**config.mk**
```make
export PLATFORM = sky130hd
export DESIGN_NAME = conv_arbiter
export DESIGN_NICKNAME = d
export VERILOG_FILES = /design/src/rtl/conv_arbiter.sv
export SDC_FILE = /design/constraint.sdc
export NUM_CORES = 1
export LEC_CHECK = 0
export BUFFER_PORTS_ARGS = -buffer_cell sky130_fd_sc_hd__buf_2
export CAP_MARGIN = 15
export CORE_MARGIN = 1.5
export CORE_UTILIZATION = 55
export CTS_CLUSTER_DIAMETER = 30
export CTS_CLUSTER_SIZE = 40
export DETAILED_ROUTE_END_ITERATION = 10
export PLACE_DENSITY = 0.91
export SYNTH_ARGS = -nofsm -noshare
export SYNTH_HDL_FRONTEND = slang
export SYNTH_SLANG_ARGS = --single-unit
```
**constraint.sdc**
```tcl
create_clock -name clk_100M -period 4.9 [get_ports clk_100M]
set_clock_uncertainty 0.2 [all_clocks]
set_input_delay 0.245 -clock clk_100M [delete_from_list [all_inputs] [get_ports clk_100M]]
set_output_delay 0.245 -clock clk_100M [all_outputs]
set_load 0.005 [all_outputs]
```
**src/rtl/conv_arbiter.sv**
```systemverilog
`default_nettype none
// +--------------------------------------------------------------------------+
// | conv_arbiter: round-robin sharing of one binary-to-BCD converter among   |
// | f0 / f1 / time-difference requesters. Optional macro: ARB_HOLD_EN.       |
// | Revision: 1.0                                                            |
// +--------------------------------------------------------------------------+
module conv_arbiter #(
  parameter int TIMEOUT = 2048,
  parameter int BW      = 32,
  parameter int DW      = 40
) (
  input  logic          clk_100M,
  input  logic          rst,
`ifdef ARB_HOLD_EN
  input  logic          hold,
`endif
  input  logic          req_f0,
  input  logic [27:0]   freq_0,
  input  logic          req_f1,
  input  logic [27:0]   freq_1,
  input  logic          req_d,
  input  logic [31:0]   differ,
  output logic          cv_start,
  output logic [BW-1:0] cv_bin,
  input  logic          cv_done,
  input  logic [DW-1:0] cv_bcd,
  output logic [DW-1:0] bcd_f0,
  output logic [DW-1:0] bcd_f1,
  output logic [DW-1:0] bcd_d,
  output logic [2:0]    upd,
  output logic          err,
  output logic          busy
);

  localparam int c_CNT_W = $clog2(TIMEOUT) + 1;
  localparam logic [c_CNT_W-1:0] c_TMO_LAST = c_CNT_W'(TIMEOUT - 1);

  typedef enum logic [1:0] {
    ST_IDLE  = 2'd0,
    ST_LOAD  = 2'd1,
    ST_WAIT  = 2'd2,
    ST_STORE = 2'd3
  } state_t;

  state_t               r_state;
  state_t               w_state_nxt;
  logic [2:0]           r_pend;
  logic [BW-1:0]        r_hold_f0;
  logic [BW-1:0]        r_hold_f1;
  logic [BW-1:0]        r_hold_d;
  logic [1:0]           r_ptr;
  logic [1:0]           r_grant;
  logic [c_CNT_W-1:0]   r_cnt;
  logic [c_CNT_W-1:0]   w_cnt_inc;
  logic [BW-1:0]        r_cv_bin;
  logic [DW-1:0]        r_bcd_f0;
  logic [DW-1:0]        r_bcd_f1;
  logic [DW-1:0]        r_bcd_d;
  logic [2:0]           r_upd;
  logic                 r_err;

  logic                 w_hold;
  logic [2:0]           w_req;
  logic [2:0]           w_clr;
  logic [1:0]           w_gidx;
  logic [BW-1:0]        w_gval;
  logic                 w_grant;
  logic                 w_take;
  logic                 w_timeout;

`ifdef ARB_HOLD_EN
  assign w_hold = hold;
`else
  assign w_hold = 1'b0;
`endif

  assign w_req     = {req_d, req_f1, req_f0};
  assign w_cnt_inc = r_cnt + c_CNT_W'(1);

  // Round-robin pick: first pending bit at or above the pointer, wrapping mod 3
  always_comb begin
    w_gidx = 2'd0;
    case (r_ptr)
      2'd1: begin
        if (r_pend[1])      w_gidx = 2'd1;
        else if (r_pend[2]) w_gidx = 2'd2;
        else                w_gidx = 2'd0;
      end
      2'd2: begin
        if (r_pend[2])      w_gidx = 2'd2;
        else if (r_pend[0]) w_gidx = 2'd0;
        else                w_gidx = 2'd1;
      end
      default: begin
        if (r_pend[0])      w_gidx = 2'd0;
        else if (r_pend[1]) w_gidx = 2'd1;
        else                w_gidx = 2'd2;
      end
    endcase
  end

  always_comb begin
    w_gval = r_hold_f0;
    case (w_gidx)
      2'd1:    w_gval = r_hold_f1;
      2'd2:    w_gval = r_hold_d;
      default: w_gval = r_hold_f0;
    endcase
  end

  always_ff @(posedge clk_100M or negedge rst) begin
    if (!rst) r_state <= ST_IDLE;
    else      r_state <= w_state_nxt;
  end

  always_comb begin
    w_state_nxt = r_state;
    w_grant     = 1'b0;
    w_take      = 1'b0;
    w_timeout   = 1'b0;
    case (r_state)
      ST_IDLE: begin
        if ((|r_pend) && !w_hold) begin
          w_grant     = 1'b1;
          w_state_nxt = ST_LOAD;
        end
      end
      ST_LOAD: w_state_nxt = ST_WAIT;
      ST_WAIT: begin
        // A done arriving in the expiry cycle still completes the conversion
        if (cv_done) begin
          w_take      = 1'b1;
          w_state_nxt = ST_STORE;
        end else if (w_cnt_inc == c_TMO_LAST) begin
          w_timeout   = 1'b1;
          w_state_nxt = ST_IDLE;
        end
      end
      ST_STORE: w_state_nxt = ST_IDLE;
      default:  w_state_nxt = ST_IDLE;
    endcase
  end

  assign w_clr = w_grant ? (3'b001 << w_gidx) : 3'b000;

  // New strobe beats the grant clear so a value arriving mid-grant stays queued
  always_ff @(posedge clk_100M or negedge rst) begin
    if (!rst) begin
      r_pend    <= 3'b000;
      r_hold_f0 <= '0;
      r_hold_f1 <= '0;
      r_hold_d  <= '0;
    end else begin
      r_pend <= (r_pend & ~w_clr) | w_req;
      if (req_f0) r_hold_f0 <= BW'(freq_0);
      if (req_f1) r_hold_f1 <= BW'(freq_1);
      if (req_d)  r_hold_d  <= BW'(differ);
    end
  end

  always_ff @(posedge clk_100M or negedge rst) begin
    if (!rst) begin
      r_cv_bin <= '0;
      r_grant  <= 2'd0;
      r_ptr    <= 2'd0;
      r_cnt    <= '0;
      r_err    <= 1'b0;
    end else begin
      if (w_grant) begin
        r_cv_bin <= w_gval;
        r_grant  <= w_gidx;
      end
      if (r_state == ST_LOAD)      r_cnt <= '0;
      else if (r_state == ST_WAIT) r_cnt <= w_cnt_inc;
      if (w_timeout) r_err <= 1'b1;
      if (r_state == ST_STORE) r_ptr <= (r_grant == 2'd2) ? 2'd0 : r_grant + 2'd1;
    end
  end

  // Result lands on the done edge so bcd/upd appear during the STORE cycle
  always_ff @(posedge clk_100M or negedge rst) begin
    if (!rst) begin
      r_bcd_f0 <= '0;
      r_bcd_f1 <= '0;
      r_bcd_d  <= '0;
      r_upd    <= 3'b000;
    end else begin
      r_upd <= 3'b000;
      if (w_take) begin
        r_upd <= 3'b001 << r_grant;
        case (r_grant)
          2'd1:    r_bcd_f1 <= cv_bcd;
          2'd2:    r_bcd_d  <= cv_bcd;
          default: r_bcd_f0 <= cv_bcd;
        endcase
      end
    end
  end

  assign cv_start = (r_state == ST_LOAD);
  assign busy     = (r_state != ST_IDLE);
  assign cv_bin   = r_cv_bin;
  assign bcd_f0   = r_bcd_f0;
  assign bcd_f1   = r_bcd_f1;
  assign bcd_d    = r_bcd_d;
  assign upd      = r_upd;
  assign err      = r_err;

endmodule
`default_nettype wire

```
==> results.toml <==
[pwr]
switchingPower_w = 0.003378
power_density_nw_per_um2 = 628.5
combPwrFrac_pct = 31.7
clkPwrFrac_pct = 33.6
seqPwrFrac_pct = 34.8
intPower_w = 0.006443
netSwitchingFraction_pct = 34.40
ir_drop_uv = 360.4
leakage_nw = 7.523

[place]
port_buffers = 291
dp_hpwl_um = 17750
place_inst = 1350
routabilityCongestion = 0.8301

[grt]
track_usage_pct = 31.89
grt_pass1_wl_um = 50800
overflow = 0
grt_max_degree = 137
grt_antenna_before_repair = 2
grt_pass1_vias = 9585

[detailed_routing]
routed_wl_um = 33140
drtIter0Drc = 386
first_pass_iters = 5
vias = 8820
ant_nets = 0
drt-wirelength-per-cell_um = 21.08
drc = 0
vias_per_cell = 5.611

[timing]
hold_violations = 0
setup_viol = 0
max_freq_mhz = 292.5
relSlewSlack_pct = 27.44
hold_ws_ns = 0.2142
rsz0062_at_grt = "false"
maxSlewViolCount = 0
min_period_ns = 3.418
period_share_pct = 69.76
final.setup.tns_ns = 0
tightestPinTransition_ns = 1.088

[critical_path]
critPathSlowestCell = "ha_1"
path_max_fanout = 21
required_ns = 5.12
path_delay_family = "adder cells"
max_stage_delay_ns = 0.81
path_class = "flip-flop to flip-flop"
cp-end-kind = "flip-flop"
startpoint_type = "flip-flop"
arrival_ns = 3.64
crit_buf_inv = 3
path_cells = "inv_1 -> ha_1 -> nor2_1 -> a22oi_1 -> o22a_1 -> inv_1 -> ha_1 -> buf_4 -> a22oi_1 -> nand2_1 -> o21ai_0 -> o21ai_0"

[clocking]
cts_inserted_buffers = 48
cts_setup_buffers = 0
clock_path_buffers = 3
cts_root_buf = "clkbuf_16"
clkTransAtPathRegs_ns = 0.05
tritoncts = "built"
clk-insertion-delay-late_ns = 0.53
cts_max_level = 2
cts.sinks = 265

[synthesis]
synth_cell_type_count = 42
ys_ff_latch = 265
syn_inst = 836
ys_warn_count = 0
synth_top_area_share_pct = 60.29
ys_seq_area_share_pct = 60.29
syn-num-nets = 988
syn_area_um2 = 11000
synth_area_leaders = "dfrtp_1 60%, mux2_2 17%, mux2_1 4.1%"
syn_avg_cell_area_um2 = 13.16
synth_top_cell_by_area = "dfrtp_1"

[cells_and_area]
area_growth_pct = 42.07
nNetsFinal = 1417
drive_gt1_share_pct = 43.14
final_util_pct = 80.03
final_cells = 1572

[die]
fp.dieArea_um2 = 20860
die_width_um = 144.4
dieHeight_um = 144.4
rows = 51
initial_core_util_pct = 56.33
core-area_um2 = 19530
pin_count = 292

[job]
maxCapViolations = 0

[status]
status = "complete, no violations"

[min_path]
min_path_type = "input pin to flip-flop"
logic make-up after synthesis:
kind of cell,count (synthesis),share of synthesized area (%)
adder cells (fa/ha/maj),18,2.048
AO/OA/AOI/OAI,136,7.508
multiplexers,212,21.67
AND/OR/NAND/NOR,131,5.801
flip-flops,265,60.29
buffers and inverters,74,2.685
synth_stat cells:
cell type and number:
o31ai_2 1, nand3b_1 2, buf_1 11, a41oi_1 1, nand2b_1 2, nand4_4 1, buf_4 1, or3_1 1
a211o_1 1, o21ai_0 67, a21oi_1 13, clkbuf_1 31, nor2b_1 5, nor2_1 6, a21o_1 4, buf_2 5
a31oi_1 1, inv_1 25, o31ai_1 1, mux2_2 169, nand3_1 12, mux2i_1 3, nand4_1 4, buf_6 1
o22ai_1 11, or4_4 1, a22oi_1 29, o21a_1 2, and2_4 1, and3b_1 2, ha_1 18, a21boi_0 1
o22a_1 1, nor4bb_1 1, nor3b_1 8, dfrtp_1 265, mux2_1 40, nand2_1 80, and3_1 3, o211ai_2 2
and4_1 2, a311oi_1 1
state kept, by name (all words and copies together), names as in the netlist, 3 cells and up:
name and count:
r_cnt 12, bcd_f1 40, r_hold_d 32, bcd_d 40, r_pend 3, r_hold_f0 28
upd 3, r_hold_f1 28, bcd_f0 40, cv_bin 32
power by group through the flow:
stage | Sequential (W) | Clock (W) | Combinational [W]
after detailed placement | 0.00337 | 0 | 0.00288
after global routing | 0.00349 | 0.00344 | 0.00345
after floorplan | 0.00335 | 0 | 0.00167
after global placement | 0.00332 | 0 | 0.00274
after CTS | 0.00336 | 0.00330 | 0.00299
final | 0.00342 | 0.00330 | 0.00311
final timing paths:
check                                     to  slack, ns  depth (start not counted)      from
worst max-delay path              cv_bin[12]       1.48                         12  r_ptr[0]
worst min-delay path               r_pend[1]       0.21                          2    req_f1
worst max register to register    cv_bin[12]       1.48                         12  r_ptr[0]
worst min register to register           err       0.26                          2       err
max in group asynchronous           bcd_d[8]       3.02                          3       rst
min in group asynchronous       r_hold_d[12]       0.23                          2       rst
layout make-up:
cell class	count	area, µm²
timing repair buffer	428	2833
sequential	265	6631
clock inverter	30	296.5
multi-input combinational	497	4098
fill	1026	3900
antenna	2	5.005
tap	265	331.6
clock buffer	60	1338
inverter	25	93.84
layer usage:
| layer | track usage [%] | routed length [µm] | vias to the layer above |
|---|---|---|---|
| met1 | 35.11 | 11980 | 4335 |
| met3 | 8.113 | 2588 | 147 |
| met5 | 0 | 0 | - |
| met4 | 20.73 | 2077 | 0 |
| li1 | - | - | 3832 |
| met2 | 54.80 | 16490 | 506 |
per-stage QoR:
stage / instance area, µm² / worst slack, ns / total power [W]
floorplan: 11000 / 2.394 / 0.005027
detailed placement: 12690 / 1.815 / 0.006252
CTS: 15620 / 1.781 / 0.009654
finish: 15630 / 1.482 / 0.009821
global route: 15630 / 1.306 / 0.01038
global placement: 12690 / 1.985 / 0.006055
repair_timing:
item | CTS | global route
endpoints found under the hold margin | 346 | 0
gates resized for setup | 0 | 0
hold buffers | 130 | 0
placed cells by master, fill, tap and decap left out, types with 12 or more instances in the layout:
| cell type | n |
|---|---|
| clkinvlp_4 | 12 |
| dfrtp_1 | 265 |
| mux2_1 | 40 |
| mux2_2 | 169 |
| ha_1 | 18 |
| a21oi_1 | 13 |
| o21ai_0 | 67 |
| nand2_1 | 80 |
| a22oi_1 | 29 |
| buf_2 | 290 |
| clkbuf_16 | 49 |
| dlygate4sd3_1 | 130 |
| inv_1 | 25 |
(Power assumes the default switching activity.)
